**src/rtl/demux_pkg.sv**
```systemverilog
// rtl/demux_pkg.sv - shared types, defaults and helpers for demux1x64_seq
// Contents: state encoding, LANES/SEL_W defaults, onehot4 leaf decode.
package demux_pkg;

    localparam int LANES_DEF = 64;
    localparam int SEL_W_DEF = 6;

    typedef enum logic {
        ST_IDLE = 1'b0,
        ST_SCAN = 1'b1
    } state_t;

    function automatic logic [3:0] onehot4(input logic [1:0] s);
        return 4'b0001 << s;
    endfunction

endpackage

```
**src/rtl/demux1x64_seq_if.sv**
```systemverilog
// rtl/demux1x64_seq_if.sv - handshake/lane bus of the 1-to-LANES bit distributor
// Signals: mode, start, clear, in_bit, in_valid, sel (to block);
//          in_ready, out, out_strb, ptr, busy, frame_done (from block);
//          frame_par from block only when DEMUX_FRAME_PARITY_EN is defined.
// master = producer/consumer side, slave = the distributor.
interface demux1x64_seq_if #(
    parameter int LANES = 64,
    parameter int SEL_W = 6
);
    logic             mode;
    logic             start;
    logic             clear;
    logic             in_bit;
    logic             in_valid;
    logic             in_ready;
    logic [SEL_W-1:0] sel;
    logic [LANES-1:0] out;
    logic [LANES-1:0] out_strb;
    logic [SEL_W-1:0] ptr;
    logic             busy;
    logic             frame_done;
`ifdef DEMUX_FRAME_PARITY_EN
    logic             frame_par;

    modport master (
        output mode, start, clear, in_bit, in_valid, sel,
        input  in_ready, out, out_strb, ptr, busy, frame_done, frame_par
    );
    modport slave (
        input  mode, start, clear, in_bit, in_valid, sel,
        output in_ready, out, out_strb, ptr, busy, frame_done, frame_par
    );
`else
    modport master (
        output mode, start, clear, in_bit, in_valid, sel,
        input  in_ready, out, out_strb, ptr, busy, frame_done
    );
    modport slave (
        input  mode, start, clear, in_bit, in_valid, sel,
        output in_ready, out, out_strb, ptr, busy, frame_done
    );
`endif
endinterface

```
**src/rtl/demux1x4.sv**
```systemverilog
// rtl/demux1x4.sv - combinational 1-to-4 one-hot decoder with enable
// Ports: en_i enable, sel_i 2-bit select, y_o one-hot output (all zero when disabled).
module demux1x4
    import demux_pkg::*;
(
    input  logic       en_i,
    input  logic [1:0] sel_i,
    output logic [3:0] y_o
);

    assign y_o = en_i ? onehot4(sel_i) : 4'b0000;

endmodule

```
**src/rtl/demux1x64_seq.sv**
```systemverilog
// rtl/demux1x64_seq.sv - registered 1-to-LANES bit distributor with addressed and scan modes
// Ports: clk, rst (sync, active high), bus (demux1x64_seq_if.slave).
// Optional: DEMUX_FRAME_PARITY_EN adds bus.frame_par, XOR of the bits of the last completed scan frame.
module demux1x64_seq
    import demux_pkg::*;
#(
    parameter int LANES = LANES_DEF,
    parameter int SEL_W = SEL_W_DEF
) (
    input  logic           clk,
    input  logic           rst,
    demux1x64_seq_if.slave bus
);

    localparam int DEPTH = SEL_W / 2;
    // All decoder outputs of every tree level, packed level after level.
    localparam int NODES = (4 ** (DEPTH + 1) - 4) / 3;

    state_t           state_q, state_d;
    logic [SEL_W-1:0] ptr_q, ptr_d;
    logic [LANES-1:0] out_q, out_d;
    logic [LANES-1:0] strb_q;
    logic             fd_q, fd_d;
    logic             acc;
    logic [SEL_W-1:0] idx;
    logic [NODES-1:0] node;
    logic [LANES-1:0] dec;

    assign bus.in_ready = ~bus.clear &
                          ((state_q == ST_IDLE & ~bus.mode) | (state_q == ST_SCAN));
    assign acc = bus.in_valid & bus.in_ready;
    assign idx = (state_q == ST_SCAN) ? ptr_q : bus.sel;

    // Decode tree: root takes the top select pair, leaves take idx[1:0].
    // Node n of level k owns lane prefix n; its output j enables prefix 4n+j.
    for (genvar k = 0; k < DEPTH; k++) begin : g_lvl
        localparam int IN_OFF  = (4 ** k - 4) / 3;
        localparam int OUT_OFF = (4 ** (k + 1) - 4) / 3;
        for (genvar n = 0; n < 4 ** k; n++) begin : g_node
            logic en;
            if (k == 0) begin : g_root
                assign en = acc;
            end else begin : g_inner
                assign en = node[IN_OFF + n];
            end
            demux1x4 u_dec (
                .en_i  (en),
                .sel_i (idx[SEL_W-1-2*k -: 2]),
                .y_o   (node[OUT_OFF + 4*n +: 4])
            );
        end
    end

    assign dec = node[NODES-1 -: LANES];

    // clear and acc are mutually exclusive because clear drops in_ready.
    always_comb begin
        out_d = out_q;
        if (bus.clear) begin
            out_d = '0;
        end else begin
            out_d = (out_q & ~dec) | (dec & {LANES{bus.in_bit}});
        end
    end

    always_comb begin
        state_d = state_q;
        ptr_d   = ptr_q;
        fd_d    = 1'b0;
        case (state_q)
            ST_IDLE: begin
                if (bus.mode && bus.start) begin
                    ptr_d   = '0;
                    state_d = ST_SCAN;
                end
            end
            ST_SCAN: begin
                if (acc) begin
                    ptr_d = ptr_q + SEL_W'(1);
                    if (ptr_q == SEL_W'(LANES - 1)) begin
                        fd_d    = 1'b1;
                        state_d = ST_IDLE;
                    end
                end
                // A restart re-arms scanning even if this accept closed a frame.
                if (bus.start) begin
                    ptr_d   = '0;
                    state_d = ST_SCAN;
                end
            end
            default: state_d = ST_IDLE;
        endcase
    end

    always_ff @(posedge clk) begin
        if (rst) begin
            state_q <= ST_IDLE;
            ptr_q   <= '0;
            out_q   <= '0;
            strb_q  <= '0;
            fd_q    <= 1'b0;
        end else begin
            state_q <= state_d;
            ptr_q   <= ptr_d;
            out_q   <= out_d;
            strb_q  <= dec;
            fd_q    <= fd_d;
        end
    end

    assign bus.out        = out_q;
    assign bus.out_strb   = strb_q;
    assign bus.ptr        = ptr_q;
    assign bus.busy       = (state_q == ST_SCAN);
    assign bus.frame_done = fd_q;

`ifdef DEMUX_FRAME_PARITY_EN
    logic par_acc_q, par_acc_d;
    logic frame_par_q, frame_par_d;
    logic scan_acc;

    assign scan_acc = acc & (state_q == ST_SCAN);

    always_comb begin
        par_acc_d   = par_acc_q;
        frame_par_d = frame_par_q;
        if (scan_acc) begin
            par_acc_d = par_acc_q ^ bus.in_bit;
        end
        if (fd_d) begin
            frame_par_d = par_acc_q ^ bus.in_bit;
            par_acc_d   = 1'b0;
        end
        // Start begins a new frame; any bit accepted with it belongs to the old one.
        if (bus.start && (state_q == ST_SCAN || bus.mode)) begin
            par_acc_d = 1'b0;
        end
    end

    always_ff @(posedge clk) begin
        if (rst) begin
            par_acc_q   <= 1'b0;
            frame_par_q <= 1'b0;
        end else begin
            par_acc_q   <= par_acc_d;
            frame_par_q <= frame_par_d;
        end
    end

    assign bus.frame_par = frame_par_q;
`endif

endmodule

```
**src/flat_wrapper.sv**
```systemverilog
// flat-port wrapper written by rule: the top's interface ports become plain ports
module demux1x64_seq_flat import demux_pkg::*;
#(
    parameter int LANES = LANES_DEF,
    parameter int SEL_W = SEL_W_DEF
)
  (clk, rst, bus_mode, bus_start, bus_clear, bus_in_bit, bus_in_valid, bus_sel, bus_in_ready, bus_out, bus_out_strb, bus_ptr, bus_busy, bus_frame_done);
  demux1x64_seq_if #(.LANES(LANES), .SEL_W(SEL_W)) bus_i ();
  input  logic clk;
  input  logic rst;
  input wire logic [$bits(bus_i.mode)-1:0] bus_mode;
  input wire logic [$bits(bus_i.start)-1:0] bus_start;
  input wire logic [$bits(bus_i.clear)-1:0] bus_clear;
  input wire logic [$bits(bus_i.in_bit)-1:0] bus_in_bit;
  input wire logic [$bits(bus_i.in_valid)-1:0] bus_in_valid;
  input wire logic [$bits(bus_i.sel)-1:0] bus_sel;
  output wire logic [$bits(bus_i.in_ready)-1:0] bus_in_ready;
  output wire logic [$bits(bus_i.out)-1:0] bus_out;
  output wire logic [$bits(bus_i.out_strb)-1:0] bus_out_strb;
  output wire logic [$bits(bus_i.ptr)-1:0] bus_ptr;
  output wire logic [$bits(bus_i.busy)-1:0] bus_busy;
  output wire logic [$bits(bus_i.frame_done)-1:0] bus_frame_done;
  assign bus_i.mode = bus_mode;
  assign bus_i.start = bus_start;
  assign bus_i.clear = bus_clear;
  assign bus_i.in_bit = bus_in_bit;
  assign bus_i.in_valid = bus_in_valid;
  assign bus_i.sel = bus_sel;
  assign bus_in_ready = bus_i.in_ready;
  assign bus_out = bus_i.out;
  assign bus_out_strb = bus_i.out_strb;
  assign bus_ptr = bus_i.ptr;
  assign bus_busy = bus_i.busy;
  assign bus_frame_done = bus_i.frame_done;
  demux1x64_seq #(.LANES(LANES), .SEL_W(SEL_W)) u_core (.clk(clk), .rst(rst), .bus(bus_i));
endmodule
```
**config.mk**
```make
export PLATFORM = sky130hd
export DESIGN_NAME = demux1x64_seq_flat
export DESIGN_NICKNAME = d
export VERILOG_FILES = /design/src/rtl/demux_pkg.sv /design/src/rtl/demux1x64_seq_if.sv /design/src/rtl/demux1x4.sv /design/src/rtl/demux1x64_seq.sv /design/src/flat_wrapper.sv
export SDC_FILE = /design/constraint.sdc
export NUM_CORES = 1
export LEC_CHECK = 0
export ABC_AREA = 1
export CORE_ASPECT_RATIO = 0.9
export CORE_UTILIZATION = 49
export CTS_BUF_LIST = sky130_fd_sc_hd__clkbuf_4
export CTS_CLUSTER_DIAMETER = 30
export DETAILED_ROUTE_END_ITERATION = 8
export GPL_TIMING_DRIVEN = 0
export PLACE_DENSITY = 0.85
export RECOVER_POWER = 50
export SYNTH_ARGS = -nofsm -noshare
export SYNTH_HDL_FRONTEND = slang
export SYNTH_HIERARCHICAL = 1
export SYNTH_SLANG_ARGS = --single-unit
```
**constraint.sdc**
```tcl
create_clock -name clk -period 4.15 [get_ports clk]
set_input_delay 0.6225 -clock clk [delete_from_list [all_inputs] [get_ports clk]]
set_output_delay 0.6225 -clock clk [all_outputs]
set_load 0.005 [all_outputs]
```
======== Word-level counts from Yosys, hierarchy flattened ========
Cells that the tools add are included.
word-level totals
  bits in registers ....................... 136
  bits in latches ......................... 0
  RAM bits ................................ 0
  memory bits (read-only) ................. 0
  word-level logic and storage cells ...... 60
  memories kept ........................... 0
operators by class
  add/sub/neg operators ................... 1
  $mul .................................... 0
  divide/modulo/power cells ............... 0
  order comparisons ....................... 0
  equality and inequality tests ........... 3
  shift operators ......................... 3
  muxes and demuxes ....................... 32
  bitwise logic cells ..................... 12
  reductions and logical operators ........ 4
operators by type and width
  operator                                          count
  bitwise AND 64 bit                                2
  two-way mux 4 bit                                 21
  NOT 64 bit                                        1
  bitwise OR 64 bit                                 1
  two-way mux 6 bit                                 4
  one-hot mux 6 bit (2 select lines)                1
  << shifter 1 x 2 -> 4 bit (first input constant)  3
  adder 6 x 1 -> 6 bit (second input constant)      1
  == test 6 bit (second input constant)             1
  two-way mux 1 bit                                 5
  NOT 1 bit                                         4
  bitwise AND 1 bit                                 3
  != test 3 bit (second input constant)             1
  OR reduction 3 bit                                1
  != test 2 bit (second input constant)             1
  one-hot mux 1 bit (2 select lines)                1
  AND reduction 2 bit                               1
  OR reduction 2 bit                                1
  logical AND 1 bit                                 1
  bitwise OR 1 bit                                  1

======== Depth between registers and ports, before layout ========
Gate-level depths: netlist of run 1.
  depth after elaboration ................. 11
  gate-level depth with buffers ........... 13
  depth with buffers taken out ............ 12

======== Hierarchy ========
The synthesis of run 1 kept the hierarchy.
modules (own cells, without submodules)
  module         instances  cells each  area each (µm²)  seq. area each (µm²)
  demux1x64_seq  1          494         4,480.5          2,722.6
  demux1x4       21         8           30.0             0.0

======== Worst setup path before layout of run 1 ========
Ideal clock, no wire load.
  path type ............................... reg-to-reg
  from .................................... reg u_core.state_q (netlist: u_core/bus.busy)
  to ...................................... reg (tool-made name)
  library setup time ...................... 0.086 ns
  data arrival time ....................... 2.899 ns
  data required time ...................... 4.064 ns
  path slack .............................. 1.165 ns
  stages on the path, launching flop included .. 8
  buffers on the path ..................... 1
  clock period less this slack ............ 2.985 ns
  path through ............................ dfxtp_1 -> inv_2 -> clkbuf_1 -> o21ai_0 -> nand2_1 -> nor2_1 -> nor2_1 -> a211oi_1
RTL lines
  what                    line                  text
  from (decl)             demux1x64_seq.sv:19   state_t state_q, state_d;
  from (signal assigned)  demux1x64_seq.sv:103  state_q <= state_d;

==> results.md, run 1 <==
- Crit path max-delay family: compound AO/OA/AOI/OAI gates
- Remaining DRCs: 0
- Leak: 3.233 nW
- Hold Path Class: register to register
- Fmax: 360.8 MHz
- Clock Power Share: 39.5%
- Crit end category: register
- MaxCap Viol Count: 0
- H-tree depth: 4
- RSZ-0062 raised after global routing: false
- Initial Utilization: 51.57%
- Synth Area per Inst: 7.721 µm²
- Net Sw Frac: 23.82%
- Total power: 2.422 mW
- Clock buffer depth: 2
- Area grow syn2layout: 38.90%
- Die area: 0.01084 mm²
- Core area: 0.009912 mm²
- IO Count: 150
- PortBufs: 149
- Worst path cell trace: inv_2 -> clkbuf_1 -> o21ai_0 -> nand2_1 -> nor2_1 -> nand2_1 -> nor2_1 -> o21ai_0 -> a21oi_1
- Worst r2r src: u_core/bus.busy
- Hold slack: 503.5 ps
- Vias in the first global route: 4642
- Buffer count from post-CTS setup fixing: 0
- Pint: 1.845 mW
- Mapped Cells: 662
- Worst slew pin tran: 1100 ps
- Worst path slowest cell: o21ai_0
- Period utilization: 66.79%
- # nets final: 845
- Clk Latency, worst-skew pair: 510 ps
- Global-route usage over all layers: 26.05%
- Placement row count: 34
- HPWL after DPL: 9572 µm
- Most frequent cells in the layout: nor2_1 (170), dfxtp_1 (136), dlygate4sd3_1 (129)
- Sw Pwr: 0.5771 mW
- Global-route wire length before repair: 21620 µm
- Antenna Nets Post-Route: 0
- Post-synth top area cell: dfxtp_1
- Cell area after layout: 0.007099 mm²
- PwrDens: 341.2 mW/mm²
- Seq/Total Area, Yosys: 53.27%
- Clock slew at reported path FFs: 110 ps
- Height of the chip: 98.89 µm
- Flop pwr share: 54.2%
- GRT Residual Overflow: 0
- YS warnings: 6
- Chip Width: 109.7 µm
- Arr. time, crit path: 3210 ps
- Routed WL: 13320 µm
- Buf/Inv on CP: 2
- Top-area cell type share of the netlist area: 53.27%
- Outcome: complete, no violations
- CP Class: register to register
- PostCTS Resize Cnt: 0
- Final Util: 71.62%
- # hold bufs at CTS: 0
- Final GP Congestion: 0.8516
- Worst r2r path cells: 9
- Vias per cell: 4.901
- Post-synthesis cell type count: 22
- TritonCTS Sinks: 136
- Placed cell area: 0.006782 mm²
- Initial antenna violation count: 0
- Worst slew margin: 25.89%
- # setup viols final: 0
- Comb power frac: 6.3%
- Hold path cells: 2
- Final clock skew: 7.920 ps
- R2r setup slk: 1380 ps
- Fin Setup TNS: 0 ps
- Max-slew violations: 0
- Max IR drop VDD: 0.2421 mV
- Mapped Nets: 676
- Drt pass-1 iters: 5
- Top cells by area, synth: dfxtp_1 (53%), nor2_1 (12%), inv_1 (8.7%)
- FF+latch count, synth: 136
- Largest net degree at the start of global routing: 49
- Diode count: 0
- 1st-iter DRT viols: 224
- CTS tree: yes
- Worst path required time: 4590 ps
- Vias: 4754
- Routed WL per cell: 13.74 µm
- Share of layout cells above drive strength 1: 11.26%
- CP Launch Type: register
- CTS Buf Count: 17
- Clock root cell: clkbuf_4
- Worst-path maximum fanout: 10
- Tmin final: 2772 ps
- Hold Vio Cnt, Final: 0
- Most common cell after layout, fill and taps aside: nor2_1
- Max stage delay on crit path: 910 ps
- Mapped cell area: 0.005111 mm²
==> how the worst max path moves through the flow <==
stage	startpoint	to	slack, ps	cells after the start
2_1_floorplan	u_core/bus.busy	register	1160	7
3_3_place_gp	u_core/bus.busy	register	-130	7
3_5_place_dp	bus_sel[3]	register	1450	9
4_1_cts	u_core/bus.busy	register	1430	9
5_1_grt	u_core/bus.busy	register	1180	9
6_report	u_core/bus.busy	register	1380	9
==> cell type report <==
class	instances	area [µm²]
Fill cell	802	2813
Sequential cell	136	2723
Multi-Input combinational cell	384	1815
Timing Repair Buffer	150	1506
Inverter	122	457.9
Clock inverter	13	177.7
Tap cell	126	157.7
Clock buffer	19	142.6
Buffer	20	118.9
==> stage by stage <==
stage	setup slack, ps	instances
finish	1378	970
global route	1185	970
CTS	1433	970
detailed placement	1454	938
global placement	-134.8	937
floorplan	1165	662
==> metal layers <==
layer | GRT usage, % | routed length [µm] | up-vias
li1 | - | - | 2368
met1 | 30.32 | 5577 | 2175
met2 | 44.75 | 6559 | 190
met3 | 7.937 | 963 | 21
met4 | 9.641 | 223 | 0
met5 | 0 | 0 | -
==> synth_stat cells, drive strengths merged <==
| cell | n |
|---|---|
| a211oi | 7 |
| a21oi | 62 |
| buf | 14 |
| clkbuf | 6 |
| clkinv | 1 |
| dfxtp | 136 |
| ha | 1 |
| inv | 121 |
| nand2 | 70 |
| nand3 | 7 |
| nand4 | 1 |
| nor2 | 171 |
| nor3 | 1 |
| o21ai | 64 |
==> kinds of logic after synthesis <==
family / after synthesis / share of synthesized area, %
AOI/OAI and AO/OA: 133 / 16.30
adders and majority gates: 1 / 0.2448
DFF: 136 / 53.27
and+or+nand+nor: 250 / 18.90
buffers and inverters: 142 / 11.28
==> power by group through the flow <==
stage	combinational, mW	clock [mW]	sequential (mW)
global route	0.168	1.04	1.31
finish	0.153	0.957	1.31
global placement	0.150	0	1.34
detailed placement	0.151	0	1.34
CTS	0.153	0.976	1.31
floorplan	0.0962	0	1.34
==> worst reg2reg max path: stages (launching register included) <==
cell      delay, ps
dfxtp_1         380
inv_2           100
clkbuf_1        240
o21ai_0         910
nand2_1         180
nor2_1          230
nand2_1         110
nor2_1          210
o21ai_0         150
a21oi_1         190
(Power assumes the default switching activity.)
==> inputs of run 2 (changes only) <==
- CORE_UTILIZATION: 49 -> 44
- PLACE_DENSITY: 0.85 -> 0.81
- clock period: 4.15 -> 2.38 ns (I/O delays scaled with it)
==> run 2 against run 1 <==
  * Non-clock buffer count down 1
  * Clock power up 52%
  * Final cell count is 2.5% higher
  * Sequential power is 75% higher
  * Critical path depth up 1
  * First-iteration DRC count increased by 39%
  * Via count down 5.1%
  * Register-to-register slack worse by 1100 ps
  * Clock-buffer cell count grew 2
==> results.md, run 2 (synthesized netlist as in run 1, its figures left out) <==
- Placed cell area: 0.006814 mm² (+0.48%)
- Final clock skew: 15.32 ps (+7.403 ps)
- Met1 Usage GRT: 28.83% (-1.5 points)
- Vias per cell: 4.537 (-7.4%)
- Worst r2r src: u_core/bus.busy
- GRT busiest layer: met2
- Clock root cell: clkbuf_4
- Core area: 0.01108 mm² (+12%)
- Hold Path Class: register to register
- Final Worst Setup Slack: 267.9 ps (-1110 ps)
- Routed WL: 12700 µm (-4.6%)
- Diode count: 0 (unchanged)
- Met3 GRT Util: 8.508% (+0.57 points)
- CP Class: register to register
- # nets final: 844 (-0.12%)
- Area grow syn2layout: 38.58%
- Vias in the first global route: 4186 (-9.8%)
- Routed WL per cell: 12.78 µm (-6.9%)
- Worst-path maximum fanout: 17 (+7)
- Chip Width: 115.6 µm (+5.4%)
- Most frequent cells in the layout: nor2_1 (169), dfxtp_1 (136), dlygate4sd3_1 (128)
- Routing usage on met2: 33.58% (-11 points)
- H-tree depth: 4 (unchanged)
- Antenna Nets Post-Route: 0 (unchanged)
- Leak: 3.202 nW (-0.95%)
- Worst slew margin: 52.15% (+26 points)
- CP Launch Type: register
- Max IR drop VDD: 0.3714 mV (+53%)
- Hold Vio Cnt, Final: 0 (unchanged)
- Share of layout cells above drive strength 1: 11.05% (-0.21 points)
- Outcome: complete, no violations
- CTS tree: yes
- Initial Utilization: 46.13% (-5.4 points)
- Tmin final: 2112 ps (-659.6 ps)
- MaxCap Viol Count: 0 (unchanged)
- Fmax: 473.5 MHz (+31%)
- Drt pass-1 iters: 4 (-1)
- Worst path required time: 2820 ps (-1770 ps)
- Place WS: -311.7 ps (-1765 ps)
- Buffer count from post-CTS setup fixing: 0 (unchanged)
- Most common cell after layout, fill and taps aside: nor2_1
- TritonCTS Sinks: 136 (unchanged)
- Fin Setup TNS: 0 ps (unchanged)
- Largest net degree at the start of global routing: 49 (unchanged)
- Final GP Congestion: 0.8638 (+1.4%)
- Initial antenna violation count: 0 (unchanged)
- Global-route wire length before repair: 20580 µm (-4.9%)
- Vias: 4510 (-5.1%)
- PortBufs: 149 (unchanged)
- HPWL after DPL: 9090 µm (-5.0%)
- GRT Residual Overflow: 0 (unchanged)
- Clock slew at reported path FFs: 110 ps (about the same)
- PwrDens: 565.5 mW/mm² (+66%)
- Worst r2r path cells: 10 (+1)
- RSZ-0062 raised after global routing: false
- R2r setup slk: 270 ps (-1110 ps)
- Clock buffer depth: 2 (unchanged)
- IO Count: 150 (unchanged)
- Die area: 0.01205 mm² (+11%)
- Crit end category: register
- Remaining DRCs: 0 (unchanged)
- Max-slew violations: 0 (unchanged)
- # setup viols final: 0 (unchanged)
- Period utilization: 88.74% (+22 points)
- 1st-iter DRT viols: 312 (+39%)
- Arr. time, crit path: 2550 ps (-660 ps)
- Placement row count: 36 (+5.9%)
- CTS Buf Count: 17 (unchanged)
- Height of the chip: 104.2 µm (+5.4%)
- Worst slew pin tran: 717.6 ps (-382.5 ps)
- Global-route usage over all layers: 22.15% (-3.9 points)
- Clk Latency, worst-skew pair: 520 ps (about the same)
- Hold slack: 502.5 ps (-0.9550 ps)
- Cell area after layout: 0.007083 mm² (-0.23%)
- Hold path cells: 2 (unchanged)
run 2: cell count changes in the layout (fill, tap and decap cells not counted), moves of 2 or more:
cell        before  now
nand2_2          3    0
bufinv_16        4    2
clkbuf_4        19   21
clkinv_4         2    0
clkinvlp_4       1    3
nand2_1         67   69
run 2: metal layers:
metal | vias to the layer above | part of all wire (%)
li1 | 2361 | -
met1 | 1987 | 46
met2 | 148 | 43
met3 | 14 | 9.8
met4 | 0 | 1.2
met5 | - | 0
run 2: metrics by stage:
| step | cells | utilization (%) | power, mW |
|---|---|---|---|
| floorplan | 662 | - | 2.506 |
| global placement | 963 | 61.30 | 2.604 |
| detailed placement | 964 | 61.50 | 2.608 |
| CTS | 994 | 63.95 | 4.051 |
| global route | 994 | 63.92 | 4.182 |
| finish | 994 | 63.92 | 4.006 |
run 2: how the worst max path moves through the flow:
| stage | startpoint | endpoint | slack [ps] |
|---|---|---|---|
| 5_1_grt | u_core/bus.busy | register | 40 |
| 3_5_place_dp | u_core/bus.busy | register | -310 |
| 3_3_place_gp | u_core/bus.busy | register | -1000 |
| 4_1_cts | u_core/bus.busy | register | 200 |
| 6_report | u_core/bus.busy | register | 270 |
| 2_1_floorplan | u_core/bus.busy | register | 20 |
run 2: what timing repair did:
item                       4_1_cts  5_1_grt
setup endpoints to repair       97        3
hold buffers                     0        0
gates resized for setup          4        2
run 2: cell type report:
type	count	area, µm²
Clock buffer	21	157.7
Sequential cell	136	2723
Inverter	122	457.9
Fill cell	981	3998
Multi-Input combinational cell	384	1828
Clock inverter	10	105.1
Timing Repair Buffer	150	1506
Buffer	19	115.1
Tap cell	152	190.2
run 2: power breakdown:
group | switching, mW | internal, mW | leakage [nW] | total (mW)
Clock | 0.798 | 0.651 | 0.140 | 1.45
Combinational | 0.185 | 0.0827 | 1.97 | 0.268
Sequential | 0.00630 | 2.28 | 1.10 | 2.29
Total | 0.990 | 3.02 | 3.20 | 4.01
run 2: worst max-delay path, cell delays in order (launching register included):
cell and delay, ps:
dfxtp_1 400, inv_2 160, o21ai_0 330, inv_1 100, nor2_1 200, nand2_1 100, nor2_1 150, nand2_1 100
nor2_1 240, nor2_1 70, a211oi_1 190
==> inputs of run 3 (changes only) <==
- MAX_ROUTING_LAYER: default -> met4
==> run 3 against run 2 <==
  * First-iteration DRC count decreased by 3.8%
  * Clock-buffer cell count unchanged
  * Die area is the same
  * Via count increased by 0.42%
  * Design area did not move
  * Hold slack hardly changed
  * Total power down 0.12%
  * Highest routed layer unchanged
==> results.md, run 3 (synthesized netlist as in run 1, its figures left out) <==
- Outcome: complete, no violations
- 1st-iter DRT viols: 300 (-3.8%)
- Hold Vio Cnt, Final: 0 (unchanged)
- Initial antenna violation count: 0 (unchanged)
- MaxCap Viol Count: 0 (unchanged)
- Leak: 3.202 nW (unchanged)
- GRT Residual Overflow: 0 (unchanged)
- TritonCTS Sinks: 136 (unchanged)
- Largest net degree at the start of global routing: 49 (unchanged)
- Most common cell after layout, fill and taps aside: nor2_1
- Global-route usage over all layers: 22.78% (+0.63 points)
- Clock slew at reported path FFs: 110 ps (about the same)
- Vias per cell: 4.556 (+0.42%)
- Vias in the first global route: 4196 (+0.24%)
- Arr. time, crit path: 2560 ps (about the same)
- Chip Width: 115.6 µm (unchanged)
- Hold path cells: 2 (unchanged)
- Worst slew pin tran: 719.7 ps (+2.098 ps)
- Total power: 4.001 mW (-0.12%)
- Buffer count from post-CTS setup fixing: 0 (unchanged)
- Place WS: -311.7 ps (unchanged)
- Worst slew margin: 52.02% (-0.14 points)
- Routed WL per cell: 12.80 µm (+0.19%)
- Die area: 0.01205 mm² (unchanged)
- Clock root cell: clkbuf_4
- CP Launch Type: register
- Core area: 0.01108 mm² (unchanged)
- Worst path required time: 2830 ps (about the same)
- Share of layout cells above drive strength 1: 11.05% (unchanged)
- Initial Utilization: 46.13% (unchanged)
- Drt pass-1 iters: 5 (+1)
- Cell area after layout: 0.007083 mm² (unchanged)
- Vias: 4529 (+0.42%)
- Worst-path maximum fanout: 17 (unchanged)
- Crit end category: register
- Filler cells: 981 (unchanged)
- Max IR drop VDD: 0.3689 mV (-0.67%)
- CP Class: register to register
- R2r setup slk: 260 ps (about the same)
- Final clock skew: 13.90 ps (-1.426 ps)
- Area grow syn2layout: 38.58% (unchanged)
- Final Worst Setup Slack: 264.4 ps (-3.491 ps)
- Clk Latency, worst-skew pair: 510 ps (about the same)
- Height of the chip: 104.2 µm (unchanged)
- Fmax: 472.7 MHz (-0.16%)
- Diode count: 0 (unchanged)
- Tmin final: 2116 ps (+3.491 ps)
- Routed WL: 12730 µm (+0.19%)
- CTS Buf Count: 17 (unchanged)
- PwrDens: 564.8 mW/mm² (-0.12%)
- # setup viols final: 0 (unchanged)
- HPWL after DPL: 9090 µm (unchanged)
- PortBufs: 149 (unchanged)
- Remaining DRCs: 0 (unchanged)
- Final GP Congestion: 0.8778 (+1.6%)
- IO Count: 150 (unchanged)
- RSZ-0062 raised after global routing: false
- Antenna Nets Post-Route: 0 (unchanged)
- Global-route wire length before repair: 20560 µm (about the same)
- CTS tree: yes
- Hold Path Class: register to register
- # nets final: 844 (unchanged)
- Placed cell area: 0.006814 mm² (unchanged)
- Period utilization: 88.89% (+0.15 points)
- Worst r2r path cells: 10 (unchanged)
- Max-slew violations: 0 (unchanged)
- Most frequent cells in the layout: nor2_1 (169), dfxtp_1 (136), dlygate4sd3_1 (128)
- Worst r2r src: u_core/bus.busy
- Clock buffer depth: 2 (unchanged)
- H-tree depth: 4 (unchanged)
- Placement row count: 36 (unchanged)
## run 3: final cells by class
cell class                      instances  area, µm²  area share, %
Sequential cell                       136       2723          38.44
Multi-Input combinational cell        384       1828          25.81
Timing Repair Buffer                  150       1506          21.27
Inverter                              122      457.9          6.465
Tap cell                              152      190.2          2.685
Clock buffer                           21      157.7          2.226
Buffer                                 19      115.1          1.625
Clock inverter                         10      105.1          1.484
## run 3: power by group
group          total (mW)  switching, mW  internal, mW
clock                1.44          0.793         0.651
sequential           2.29        0.00629          2.28
combinational       0.268          0.185        0.0827
total                4.00          0.985          3.02
## run 3: worst max path at each step
stage / start / slack, ps / to
global placement: u_core/bus.busy / -1000 / register
floorplan: u_core/bus.busy / 20 / register
CTS: u_core/bus.busy / 200 / register
global route: u_core/bus.busy / 40 / register
detailed placement: u_core/bus.busy / -310 / register
finish: u_core/bus.busy / 260 / register
## run 3: worst max-delay path, cell delays in order, from the launching register on
cell and delay (ps):
dfxtp_1 400, inv_2 160, o21ai_0 330, inv_1 100, nor2_1 200, nand2_1 100, nor2_1 200, nand2_1 110
nor2_1 220, o21ai_0 100, a21oi_1 120
## run 3: stage by stage
stage | hold WS [ps] | setup TNS (ps) | instances | util, %
finish | 503.0 | 0 | 994 | 63.92
global route | 517.7 | 0 | 994 | 63.92
CTS | 505.3 | 0 | 994 | 63.95
detailed placement | 491.2 | -6975 | 964 | 61.50
global placement | 484.8 | -101360 | 963 | 61.30
floorplan | 493.8 | 0 | 662 | -
## run 3: metal layers
layer	part of all wire, %	vias up	GRT usage (%)
li1	-	2359	-
met1	47	2006	29.38
met2	43	148	33.58
met3	9.0	16	7.634
met4	1.2	0	7.051
met5	0	-	-
## run 3: repair_timing
item	CTS	global route
pin swaps	0	0
setup endpoints to repair	97	3
hold buffers	0	0
gates resized for setup	4	2
